## config.mk

```make
export PLATFORM = sky130hd
export DESIGN_NAME = instr_loader
export DESIGN_NICKNAME = d
export VERILOG_FILES = /design/src/rtl/instr_loader.sv
export SDC_FILE = /design/constraint.sdc
export NUM_CORES = 1
export LEC_CHECK = 0
export BUFFER_PORTS_ARGS = -buffer_cell sky130_fd_sc_hd__buf_4
export CELL_PAD_IN_SITES_DETAIL_PLACEMENT = 0
export CELL_PAD_IN_SITES_GLOBAL_PLACEMENT = 1
export CORE_ASPECT_RATIO = 1.4
export CORE_MARGIN = 3
export CORE_UTILIZATION = 28
export CTS_BUF_LIST = sky130_fd_sc_hd__clkbuf_4 sky130_fd_sc_hd__clkbuf_8
export CTS_CLUSTER_DIAMETER = 30
export DETAILED_ROUTE_END_ITERATION = 7
export PLACE_DENSITY = 0.6
export SLEW_MARGIN = 15
export SYNTH_ARGS = -nofsm -noshare
export SYNTH_HDL_FRONTEND = slang
export SYNTH_SLANG_ARGS = --single-unit
```

## constraint.sdc

```tcl
create_clock -name clk_i -period 2.6 [get_ports clk_i]
set_clock_uncertainty 0.2 [all_clocks]
set_input_delay 0.52 -clock clk_i [delete_from_list [all_inputs] [get_ports clk_i]]
set_output_delay 0.52 -clock clk_i [all_outputs]
set_load 0.005 [all_outputs]
```

## src/rtl/instr_loader.sv

```systemverilog
// Byte-stream instruction loader: assembles big-endian words into instruction memory, then releases the CPU.
// Optional: define LOADER_CHECKSUM_EN to require a trailing mod-256 checksum byte before DONE.
module instr_loader #(
   parameter int DEPTH_WORDS = 32,
   parameter int LEN_W       = 8
) (
   input  logic             clk_i,
   input  logic             rst_i,
   input  logic             start_i,
   input  logic [LEN_W-1:0] len_i,
   input  logic [7:0]       byte_i,
   input  logic             byte_valid_i,
   output logic             byte_ready_o,
   output logic             im_we_o,
   output logic [31:0]      im_addr_o,
   output logic [31:0]      im_data_o,
   output logic             cpu_rst_o,
   output logic             busy_o,
   output logic             done_o,
   output logic             err_o,
   output logic [2:0]       dbg_state_o
);

   typedef enum logic [2:0] {
      IDLE  = 3'd0,
      RECV  = 3'd1,
      WRITE = 3'd2,
      CKSUM = 3'd3,
      DONE  = 3'd4,
      ERR   = 3'd5
   } state_t;

   state_t           state;
   logic [LEN_W-1:0] len;
   logic [LEN_W-1:0] index;
   logic [1:0]       byte_cnt;
   logic [23:0]      shift;
   logic [7:0]       sum;

   assign dbg_state_o = state;

   // Handshake: a byte moves on a rising edge only when byte_valid_i and byte_ready_o are both 1;
   // byte_ready_o is registered and is 1 exactly while the loader sits in RECV or CKSUM.
   always_ff @(posedge clk_i) begin
      if (!rst_i) begin
         state        <= IDLE;
         len          <= '0;
         index        <= '0;
         byte_cnt     <= '0;
         shift        <= '0;
         sum          <= '0;
         byte_ready_o <= 1'b0;
         im_we_o      <= 1'b0;
         im_addr_o    <= '0;
         im_data_o    <= '0;
         cpu_rst_o    <= 1'b0;
         busy_o       <= 1'b0;
         done_o       <= 1'b0;
         err_o        <= 1'b0;
      end else begin
         case (state)
            IDLE, DONE, ERR: begin
               if (start_i) begin
                  len       <= len_i;
                  index     <= '0;
                  byte_cnt  <= '0;
                  sum       <= '0;
                  cpu_rst_o <= 1'b0;
                  done_o    <= 1'b0;
                  if (len_i == '0 || int'(len_i) > DEPTH_WORDS) begin
                     state        <= ERR;
                     err_o        <= 1'b1;
                     busy_o       <= 1'b0;
                     byte_ready_o <= 1'b0;
                  end else begin
                     state        <= RECV;
                     err_o        <= 1'b0;
                     busy_o       <= 1'b1;
                     byte_ready_o <= 1'b1;
                  end
               end
            end
            RECV: begin
               if (byte_valid_i && byte_ready_o) begin
                  sum      <= sum + byte_i;
                  byte_cnt <= byte_cnt + 2'd1;
                  if (byte_cnt == 2'd3) begin
                     state        <= WRITE;
                     byte_ready_o <= 1'b0;
                     im_we_o      <= 1'b1;
                     im_data_o    <= {shift, byte_i};
                     im_addr_o    <= {{(30-LEN_W){1'b0}}, index, 2'b00};
                  end else begin
                     shift <= {shift[15:0], byte_i};
                  end
               end
            end
            WRITE: begin
               im_we_o <= 1'b0;
               if (index == len - LEN_W'(1)) begin
`ifdef LOADER_CHECKSUM_EN
                  state        <= CKSUM;
                  byte_ready_o <= 1'b1;
`else
                  state     <= DONE;
                  busy_o    <= 1'b0;
                  done_o    <= 1'b1;
                  cpu_rst_o <= 1'b1;
`endif
               end else begin
                  index        <= index + LEN_W'(1);
                  state        <= RECV;
                  byte_ready_o <= 1'b1;
               end
            end
`ifdef LOADER_CHECKSUM_EN
            CKSUM: begin
               if (byte_valid_i && byte_ready_o) begin
                  byte_ready_o <= 1'b0;
                  busy_o       <= 1'b0;
                  if (byte_i == sum) begin
                     state     <= DONE;
                     done_o    <= 1'b1;
                     cpu_rst_o <= 1'b1;
                  end else begin
                     state <= ERR;
                     err_o <= 1'b1;
                  end
               end
            end
`endif
            default: begin
               state        <= IDLE;
               byte_ready_o <= 1'b0;
               im_we_o      <= 1'b0;
               cpu_rst_o    <= 1'b0;
               busy_o       <= 1'b0;
               done_o       <= 1'b0;
               err_o        <= 1'b0;
            end
         endcase
      end
   end

endmodule

```

# ---- Yosys cells after proc, flatten, opt, wreduce, memory -nomap -nowiden
# Cells that the tools add are included.
dict set report word_totals {
  register_bits 90
  in_bits 20
  out_inout_bits 73
  word_cells 78
}
dict set report op_classes {
  add_sub_neg 3
  order_cmp 1
  eq_ne 11
  muxes 29
  bitwise_logic 4
  reduce_logical 18
}
# operator count
set op_table {}
lappend op_table {{$reduce_and 3->1} 7}
lappend op_table {{$mux 8} 2}
lappend op_table {{$pmux 8 s2} 1}
lappend op_table {{$mux 3} 5}
lappend op_table {{$mux 1} 12}
lappend op_table {{$ne 2x2->1 const B} 5}
lappend op_table {{$pmux 1 s3} 3}
lappend op_table {{$pmux 3 s3} 1}
lappend op_table {{$add 8x1->8 const B} 1}
lappend op_table {{$eq 8x8->1} 1}
lappend op_table {{$gt 8x6->1 const B} 1}
lappend op_table {{$logic_not 8->1} 1}
lappend op_table {{$sub 8x1->8 const B} 1}
lappend op_table {{$eq 3x3->1 const B} 2}
lappend op_table {{$mux 2} 2}
lappend op_table {{$not 1->1} 4}
lappend op_table {{$pmux 1 s2} 2}
lappend op_table {{$pmux 2 s2} 1}
lappend op_table {{$reduce_and 2->1} 2}
lappend op_table {{$reduce_and 4->1} 1}
lappend op_table {{$reduce_bool 2->1} 2}
lappend op_table {{$eq 3x1->1 const B} 1}
lappend op_table {{$eq 3x2->1 const B} 1}
lappend op_table {{$logic_not 3->1} 1}
lappend op_table {{6 further kinds} 6}

# ---- Depth between registers and ports, before layout
dict set report logic_depth {
  word_depth 5
  mapped_depth 9
}

# ---- Worst setup path after synthesis
# Ideal clock, no wire load.
dict set report synth_timing {
  path_type {register to register}
  startpoint {register len[0]}
  endpoint {register index[2]}
  t_arrival_ps 2059
  t_required_ps 2328
  slack_ps 269
  path_stages_with_launch 10
  synth_period_minus_slack_ps 2331
  cell_sequence {dfxtp_1 > inv_1 > ha_1 > or3b_1 > a211o_1 > nor4_4 > a32oi_4 > buf_6 > a21bo_2 > a21oi_1}
}
dict set report synth_via {
  elab_chain_len 4
}
# element line
set synth_rtl {}
lappend synth_rtl {{start, declared} 34} ;# logic [LEN_W-1:0] len;
lappend synth_rtl {{start signal, assigned} 64} ;# len <= len_i;
lappend synth_rtl {{$sub 8x1->8} 100} ;# if (index == len - LEN_W'(1)) begin
lappend synth_rtl {{$eq 8x8->1} 100}
lappend synth_rtl {{$ne 2x2->1 (no source line)} n/a}
lappend synth_rtl {{$reduce_and 3->1 (no source line)} n/a}
lappend synth_rtl {{end signal, assigned} 111} ;# index <= index + LEN_W'(1);
lappend synth_rtl {{end, declared} 35} ;# logic [LEN_W-1:0] index;
# No other way between the ends.
# A chain may end at the register's enable or synchronous reset.

# ---- Worst setup path after layout
dict set report layout_timing {
  startpoint {register len[0]}
  endpoint {register index[4]}
}
# The elaborated chain is that of the path after synthesis.

==> impl_metrics.py <==
metrics = {
    "synthesis": {
        "syn_avg_cell_area_um2": 7.926,
        "synth-seq-area-share_pct": 46.68,
        "synthFlopType": "dfxtp_1",
        "ys_types": 52,
        "synth_warnings": 0,
        "synthCells": 487,
        "async_flop_share_pct": 0,
        "synth_area_mm2": 0.003860,
        "ys_ff_latch": 90,
        "synth_edf_count": 0,
    },
    "floorplanning": {
        "dieArea_mm2": 0.01525,
        "die_w_um": 105.2,
        "die_y_um": 144.9,
        "rows": 50,
        "ioPinCount": 93,
        "start_util_pct": 28.70,
        "coreArea_mm2": 0.01345,
    },
    "global_route": {
        "antenna_found_initial": 0,
        "grt_max_degree": 42,
        "grt_usage_pct": 13.34,
        "grt_pass1_wl_mm": 16.50,
        "grt_pass1_vias": 3346,
        "gr-total-overflow": 0,
    },
    "setup_path": {
        "cp.required_ns": 2.67,
        "regToRegStartpoint": "len[0]$_SDFFE_PN0P_",
        "worstPathArrival_ns": 2.58,
        "reg2reg_depth": 9,
        "cp-end-kind": "flop",
        "slowest_stage": "dfxtp_4",
        "crit_fanout": 7,
        "path_class": "flop to flop",
        "worstPathCellList": "inv_4 -> ha_4 -> or3b_1 -> a211o_1 -> nor4_4 -> buf_4 -> a32oi_4 -> buf_6 -> a41o_2",
        "slowest_delay_ns": 0.37,
        "startpoint_type": "flop",
        "crit_start": "len[0]$_SDFFE_PN0P_",
    },
    "placement": {
        "gp_congestion": 0.7506,
        "dp_hpwl_mm": 7.202,
        "dp.cells": 715,
        "portBuffers": 68,
    },
    "timing": {
        "fin_crit_sh_pct": 96.64,
        "finalHoldViolations": 0,
        "finalSetupViolCount": 0,
        "fin_crit_ns": 2.513,
        "fmax_ghz": 0.3980,
        "fin_tns_setup_ns": 0,
        "slew_headroom_pct": 43.87,
        "holdWs_ns": 0.2043,
        "drv_slew": 0,
        "rsz0062_at_grt": "true",
        "worstMarginPinSlew_ns": 0.8419,
    },
    "power": {
        "p_int_uw": 1953,
        "p_clk_share_pct": 36.8,
        "p_comb_share_pct": 8.7,
        "cellLeakagePower_uw": 0.001847,
        "p_seq_share_pct": 54.5,
        "switchingPower_uw": 638.2,
        "irDropWorstVdd_uv": 248.8,
        "switching_share_pct": 24.63,
        "power.total_uw": 2591,
        "cellPowerDensity_mw_per_mm2": 541.1,
    },
    "clock_network": {
        "cts_buffer_depth": 2,
        "cts_tree": "done",
        "cts_buffers": 9,
        "clkLatencyLatePin_ns": 0.36,
        "htree_levels": 3,
        "cts_hold_buf": 0,
        "cts_root_buf": "clkbuf_8",
        "clkTransAtPathRegs_ns": 0.09,
        "clock_sinks": 90,
    },
    "finish": {
        "final_common_cell": "nand2_1",
        "num_antenna_cells": 0,
        "layoutNonFillerInstCount": 738,
        "area_growth_pct": 24.08,
        "final_cell_mix": "nand2_1 (153), dfxtp_1 (88), a21oi_1 (76), buf_4 (76), conb_1 (24)",
        "nets": 575,
        "drive_above_1_share_pct": 21.76,
    },
    "outcome": {
        "status": "finished clean",
    },
    "worst_hold_path": {
        "min_from": "len_i[6]",
        "holdPathStages": 3,
        "holdCritPathClass": "primary input to flop",
    },
    "routing": {
        "firstDrtPassIters": 4,
        "postRouteAntennaNets": 0,
        "drc": 0,
        "route.final.wire_length_mm": 10.25,
        "drt_iter0_drc": 112,
        "num_vias": 3383,
        "viasPerCell": 4.584,
        "wl_per_cell_um": 13.89,
    },
    "flow_run": {
        "max_cap_violations": 0,
    },
}
[repair_timing]
action,4_1_cts,5_1_grt
setup buffers,0,7
endpoints found under the setup margin,0,9
resized for setup,0,14
[area by class of cell]
class	instances	area, µm²
sequential	90	1807
inverter	11	43.79
fill	1469	8661
multi-input combinational	358	1854
timing repair buffer	82	664.4
clock inverter	4	53.80
clock buffer	11	138.9
tap	182	227.7
[through the flow]
stage	worst slack (ns)	util (%)	cell area (µm²)
5_1_grt	-0.03933	35.61	4790
2_1_floorplan	0.2687	-	3946
3_3_place_gp	0.07742	33.30	4479
3_5_place_dp	0.03066	33.30	4479
4_1_cts	0.02076	34.73	4672
6_report	0.08725	35.61	4790
[synth_stat cells (3+ instances only)]
| master | count | area (µm²) |
|---|---|---|
| nand2_1 | 153 | 574.3 |
| dfxtp_1 | 90 | 1802 |
| a21oi_1 | 76 | 380.4 |
| buf_4 | 25 | 187.7 |
| clkbuf_1 | 22 | 82.58 |
| nor2_1 | 21 | 78.83 |
| inv_1 | 10 | 37.54 |
| nor4_1 | 5 | 31.28 |
| xnor2_1 | 5 | 43.79 |
| mux2i_1 | 4 | 40.04 |
| nand3_1 | 4 | 20.02 |
| nor2b_1 | 4 | 25.02 |
| nor3_1 | 4 | 20.02 |
| xor2_1 | 4 | 35.03 |
| a211oi_1 | 3 | 22.52 |
| a31oi_1 | 3 | 18.77 |
| ha_1 | 3 | 37.54 |
| nand2b_1 | 3 | 18.77 |
| nand3b_1 | 3 | 22.52 |
| or3_1 | 3 | 18.77 |
[state kept, by name (all words and copies together) (netlist names)]
name	cells
im_data_o	32
shift	24
im_addr_o	8
index	8
len	8
dbg_state_o	3
byte_cnt	2
busy_o	1
byte_ready_o	1
done_o	1
err_o	1
im_we_o	1
[per-layer routing]
metal	wire, µm	vias to the layer above	GRT usage [%]
met4	221	0	6.435
met5	0	-	0
li1	-	1708	-
met2	5378	72	24.07
met3	389	19	2.982
met1	4260	1584	14.49
[power groups by stage]
stage | logic [µW] | clock network, µW | registers (µW)
2_1_floorplan | 158 | 0 | 1440
3_3_place_gp | 203 | 0 | 1440
3_5_place_dp | 205 | 0 | 1440
4_1_cts | 206 | 997 | 1410
5_1_grt | 251 | 1050 | 1420
6_report | 225 | 954 | 1410
[final timing paths]
kind                                    end  slack [ns]
setup / recovery      index[4]$_SDFFE_PN0P_        0.09
hold / removal          len[6]$_SDFFE_PN0P_        0.20
setup reg to reg      index[4]$_SDFFE_PN0P_        0.09
hold reg to reg   im_addr_o[3]$_SDFFE_PN0P_        0.26
[logic make-up after synthesis]
kind of cell             synth area share, %
AO/OA/AOI/OAI                          16.24
XOR/XNOR                               2.042
adder cells (fa/ha/maj)               0.9726
buffers and inverters                  8.849
flip-flops                             46.68
multiplexers                           1.037
other                                0.09715
AND/OR/NAND/NOR                        24.08
[critical path: cells and delay by family (launching register included)]
kind,cells,cell delay [ns]
buf+inv,3,0.41
fa+ha+maj,1,0.12
flops,1,0.37
compound gates,3,0.70
simple gates,2,0.61
Note: power is estimated with default switching activity, not from simulation.
